--- config.mk ---
export PLATFORM = sky130hd
export DESIGN_NAME = fact_seq_mul
export DESIGN_NICKNAME = d
export VERILOG_FILES = /design/src/rtl/fact_pkg.sv /design/src/rtl/fact_mul_step.sv /design/src/rtl/fact_seq_mul.sv
export SDC_FILE = /design/constraint.sdc
export NUM_CORES = 1
export LEC_CHECK = 0
export ABC_AREA = 1
export CAP_MARGIN = 10
export CORE_MARGIN = 5
export CORE_UTILIZATION = 60
export DETAILED_ROUTE_END_ITERATION = 12
export PLACE_DENSITY = 0.86
export SLEW_MARGIN = 5
export SYNTH_ARGS = -nofsm -noshare
export SYNTH_HDL_FRONTEND = slang
export SYNTH_SLANG_ARGS = --single-unit
export TNS_END_PERCENT = 10
--- constraint.sdc ---
create_clock -name clk -period 5.7 [get_ports clk]
set_clock_uncertainty 0.05 [all_clocks]
set_input_delay 1.14 -clock clk [delete_from_list [all_inputs] [get_ports clk]]
set_output_delay 1.14 -clock clk [all_outputs]
set_load 0.01 [all_outputs]
--- src/rtl/fact_pkg.sv ---
// Shared constants for the factorial datapath: operand/result widths and
// the multiplier FSM state encodings used by the controller and decoder.
package fact_pkg;

  localparam int FACT_W     = 64;
  localparam int FACT_RES_W = 128;

  localparam logic [1:0] MUL_IDLE = 2'd0;
  localparam logic [1:0] MUL_EXEC = 2'd1;
  localparam logic [1:0] MUL_DONE = 2'd2;

  typedef enum logic [1:0] {
    ST_IDLE = MUL_IDLE,
    ST_EXEC = MUL_EXEC,
    ST_DONE = MUL_DONE
  } mul_state_e;

endpackage

--- src/rtl/fact_mul_step.sv ---
// One shift-add iteration: if the accumulator LSB is set, add the multiplicand
// into the high half (carry lands in the extra top bit), then shift right by one.
module fact_mul_step #(
  parameter int WIDTH = 64
) (
  input  logic [2*WIDTH:0]  acc,
  input  logic [WIDTH-1:0]  mcand,
  output logic [2*WIDTH:0]  acc_next
);

  logic [WIDTH:0] hi_sum;

  // The top accumulator bit is always clear between steps, so {carry, hi}
  // plus a WIDTH-bit addend never overflows WIDTH+1 bits.
  assign hi_sum   = acc[2*WIDTH:WIDTH] + {1'b0, mcand & {WIDTH{acc[0]}}};
  assign acc_next = {1'b0, hi_sum, acc[WIDTH-1:1]};

endmodule

--- src/rtl/fact_seq_mul.sv ---
// Sequential unsigned WIDTH x WIDTH -> 2*WIDTH shift-add multiplier, one bit per clock.
// Optional MUL_EARLY_EXIT_EN finishes as soon as the remaining multiplier bits are zero.
module fact_seq_mul
  import fact_pkg::*;
#(
  parameter int WIDTH = FACT_W
) (
  input  logic               clk,
  input  logic               reset_n,
  input  logic               op_start,
  input  logic               op_clear,
  input  logic [WIDTH-1:0]   multiplicand,
  input  logic [WIDTH-1:0]   multiplier,
  output logic [2*WIDTH-1:0] result,
  output logic               op_done
);

  localparam int CNT_W = $clog2(WIDTH);

  mul_state_e         state, state_next;
  logic [2*WIDTH:0]   acc, acc_next;
  logic [WIDTH-1:0]   mcand;
  logic [CNT_W-1:0]   cnt;
  logic               exec_last;
  logic [2*WIDTH-1:0] exec_result;

  fact_mul_step #(.WIDTH(WIDTH)) u_step (
    .acc      (acc),
    .mcand    (mcand),
    .acc_next (acc_next)
  );

`ifdef MUL_EARLY_EXIT_EN
  logic [WIDTH-1:0]  pending_mask;
  logic [CNT_W:0]    align_sh;
  logic [2*WIDTH:0]  aligned;
  logic              rest_zero;

  // Once the unprocessed multiplier bits are all zero, the remaining steps
  // would only shift, so do them in one barrel shift.
  always_comb begin
    pending_mask = {WIDTH{1'b1}} >> cnt;
    align_sh     = (CNT_W+1)'(WIDTH) - {1'b0, cnt};
    aligned      = acc >> align_sh;
    rest_zero    = ~|(acc[WIDTH-1:0] & pending_mask);
  end
`endif

  // NOTE: every always_comb output gets a default first so no path leaves it
  // unassigned, which would otherwise infer a latch.
  always_comb begin
    state_next  = state;
    exec_last   = (cnt == CNT_W'(WIDTH - 1));
    exec_result = acc_next[2*WIDTH-1:0];
`ifdef MUL_EARLY_EXIT_EN
    if (rest_zero) begin
      exec_last   = 1'b1;
      exec_result = aligned[2*WIDTH-1:0];
    end
`endif
    if (op_clear) begin
      state_next = ST_IDLE;
    end else begin
      unique case (state)
        ST_IDLE: if (op_start)  state_next = ST_EXEC;
        ST_EXEC: if (exec_last) state_next = ST_DONE;
        ST_DONE: state_next = ST_DONE;
        default: state_next = ST_IDLE;
      endcase
    end
  end

  // NOTE: the datapath registers are reset too, so a reset mid-multiply
  // leaves no stale partial product behind.
  always_ff @(posedge clk or negedge reset_n) begin
    if (!reset_n) begin
      state  <= ST_IDLE;
      result <= '0;
      acc    <= '0;
      mcand  <= '0;
      cnt    <= '0;
    end else begin
      // NOTE: non-blocking assignments so every register samples the
      // pre-edge values regardless of statement order.
      state <= state_next;
      if (op_clear) begin
        cnt <= '0;
      end else begin
        unique case (state)
          ST_IDLE: begin
            if (op_start) begin
              mcand <= multiplicand;
              acc   <= {1'b0, {WIDTH{1'b0}}, multiplier};
              cnt   <= '0;
            end
          end
          ST_EXEC: begin
            acc <= acc_next;
            cnt <= cnt + CNT_W'(1);
            if (exec_last) result <= exec_result;
          end
          default: ;
        endcase
      end
    end
  end

  // Result survives a clear so the controller can still read the last product.
  assign op_done = (state == ST_DONE);

endmodule

==> flow_metrics.py <==
metrics = {
    "status": {
        "status": "completed",
    },
    "clocking": {
        "clk_pin_slew_worst_paths_ns": 0.06,
        "cts_resized": 0,
        "cts_tree": "built",
        "cts_num_sinks": 328,
        "htreeDepth": 2,
        "clk_latency_ns": 0.53,
        "postCtsSetupRepairBufs": 0,
        "cts-root-buf": "clkbuf_16",
        "hold_buffers": 0,
        "cts_made_buffers": 35,
        "clk_path_buf_depth": 3,
    },
    "finish": {
        "mostFrequentLayoutCells": "nand2_1 (1005), inv_1 (455), dfrtp_1 (327)",
        "area_growth_pct": 21.5,
        "drive_gt1_share_pct": 4.99,
        "nFillCells": 2355,
        "final_nets": 3060,
        "final_common_cell": "nand2_1",
    },
    "die": {
        "coreArea_sq_mm": 0.0314,
        "dieHeight_microns": 188,
        "initial_utilization_pct": 60.4,
        "die_w_microns": 188,
        "num_rows": 65,
        "dieArea_sq_mm": 0.0353,
        "ioPinCount": 261,
    },
    "worst_setup_path": {
        "path_depth": 18,
        "crit_chain": "buf_4 -> nand2_1 -> inv_1 -> ha_1 -> fa_1 -> nand3_1 -> nand3_1 -> nand2_1 -> nand2_1 -> nand2_1 -> nand2_1 -> nand2_1 -> nand2_1 -> nand2_1 -> nand2_1 -> nand2_1 -> nand3_1 -> nand2_1",
        "rrSetupSlack_ns": 2.06,
        "crit_top_cell": "nand2_1",
        "crit_family": "simple AND/OR/NAND/NOR gates",
        "reg2reg_depth": 18,
        "crit_slowest_cell": "dfrtp_2",
        "r2r_start": "acc[0]",
        "cp_num_buf_inv": 2,
        "rr_endpoint": "result[107]",
        "crit_end": "result[107]",
        "cp_max_fo": 33,
        "required_ns": 6.06,
        "slowest_delay_ns": 0.78,
        "crit_type": "flop to flop",
        "critPathLaunchType": "flop",
        "crit_arrival_ns": 4.00,
        "cp-startpoint": "acc[0]",
        "end_kind": "flop",
    },
    "timing": {
        "fin_crit_sh_pct": 63.9,
        "rsz0062_at_grt": "no",
        "slew_viol_final": 0,
        "max_freq_mhz": 274,
        "fin_crit_ns": 3.64,
        "tightest_slew_ns": 1.22,
        "slew_headroom_pct": 18.6,
        "hold_viol": 0,
        "whs_ns": 0.428,
        "finalSetupViolations": 0,
        "fin_setup_tns_ns": 0,
    },
    "global_routing": {
        "grt_start_max_net_pins": 143,
        "grtUsageTotal_pct": 32.9,
        "use_met2_pct": 57.3,
        "antenna_found_initial": 5,
        "grtUsageMet1_pct": 43.5,
        "grt_pass1_vias": 17700,
        "grt-busiest-layer": "met2",
        "overflow": 0,
        "use_met3_pct": 3.57,
        "grt_pass1_wl_microns": 94400,
    },
    "hold_path": {
        "hold_class": "flop to flop",
        "min_delay_path_depth": 2,
    },
    "route": {
        "dr.pass1.iters": 6,
        "ant_nets": 0,
        "dr.first_iter.drc_count": 1412,
        "wire_per_inst_microns": 17.7,
        "via_per_inst": 5.39,
        "finalWirelength_microns": 58400,
        "num_vias": 17700,
        "drcViolationCount": 0,
    },
    "logic_synthesis": {
        "seq_area_frac_synth_pct": 43.3,
        "ys_ff_latch": 328,
        "synth_area_sq_mm": 0.0190,
        "yosysWarnings": 0,
        "synth_flop_cell": "dfrtp_1",
        "synth-edff-count": 0,
        "ys_types": 32,
        "avgSynthCellArea_sq_um": 7.21,
        "synthCells": 2631,
        "synthArstFlopShare_pct": 100,
        "syn_nets": 2833,
    },
    "placed_design": {
        "port_buffers": 260,
        "hpwl_microns": 43200,
        "place.gp.congestion": 0.949,
    },
    "flow_run": {
        "max_cap_viol_count": 0,
    },
    "pwr": {
        "power.density_mw_per_mm2": 437,
        "p_leak_nw": 12.5,
        "peakVddDrop_uv": 336,
    },
}
synth_stat cells (4+ instances only):
master / n / share of area, %
nand2_1: 1006 / 20
inv_1: 456 / 9.0
dfrtp_1: 328 / 43
nand3_1: 126 / 3.3
nor2_1: 120 / 2.4
o21ai_0: 95 / 2.5
o21ai_1: 91 / 2.4
ha_1: 69 / 4.6
mux2_2: 64 / 3.8
o211ai_1: 62 / 2.5
a21oi_1: 49 / 1.3
clkbuf_1: 46 / 0.91
buf_2: 29 / 0.77
xnor2_1: 24 / 1.1
nand4_1: 13 / 0.43
nor3_1: 13 / 0.34
nand3b_1: 9 / 0.36
buf_1: 6 / 0.12
xor2_1: 5 / 0.23
inv_2: 4 / 0.079
worst reg2reg max path, stage by stage, from the launching register on:
cell and delay, ns:
dfrtp_2 0.78, buf_4 0.51, nand2_1 0.12, inv_1 0.07, ha_1 0.20, fa_1 0.30
nand3_1 0.10, nand3_1 0.18, nand2_1 0.08, nand2_1 0.15, nand2_1 0.07, nand2_1 0.12
nand2_1 0.07, nand2_1 0.25, nand2_1 0.18, nand2_1 0.09, nand2_1 0.06, nand3_1 0.08
nand2_1 0.07
report_power, final:
part	total [W]	switching [W]	internal (W)
Clock	0.00228	0.000956	0.00133
Sequential	0.00339	0.000382	0.00300
Combinational	0.00441	0.00286	0.00154
Total	0.0101	0.00420	0.00587
area by class of cell:
cell class                      instances  area [sq um]  area share [%]
Inverter                              460          1730            7.51
Tap cell                              402           503            2.18
Multi-Input combinational cell       1762          8720            37.8
Clock buffer                           55          1050            4.56
Timing Repair Buffer                  271          2720            11.8
Sequential cell                       328          8210            35.6
Antenna cell                            6          15.0          0.0651
Clock inverter                          8           109           0.472
worst min-delay path by stage:
stage | startpoint | end | slack (ns)
after floorplan | acc[127] | acc[127] | 0.41
after global placement | result[100] | result[100] | 0.42
after detailed placement | result[116] | result[116] | 0.42
after CTS | result[127] | result[127] | 0.43
after global routing | result[118] | result[118] | 0.45
final | result[126] | result[126] | 0.43
cells by family (layout without fill, tap and decap cells):
logic type	after synthesis	in the layout	synth area share, %
other cells	0	6	0
simple gates	1296	1296	27.1
compound gates	303	303	8.89
buf+inv	541	794	10.9
mux	64	64	3.80
xor+xnor	29	29	1.34
flops	328	328	43.3
fa+ha+maj	70	70	4.66
registers in the layout, summed over array words and instances, names as in the netlist:
name and cells:
mcand 64, cnt 6, state 2, acc 128, result 128
through the flow:
stage	cells	power (W)	setup WS [ns]	util [%]	area, sq um
finish	3292	0.0101	2.06	73.4	23000
global route	3291	0.0108	1.76	73.4	23000
CTS	3286	0.0101	2.14	73.4	23000
detailed placement	3223	0.00768	1.88	69.7	21900
global placement	3223	0.00750	1.90	69.7	21900
floorplan	2631	0.00642	3.35	-	19000
routing by layer:
layer / vias up / part of all wire [%]
li1: 8618 / -
met1: 8369 / 42
met2: 604 / 49
met3: 138 / 4.8
met4: 0 / 3.6
met5: - / 0
No activity file was read; power rests on OpenSTA's default activity.
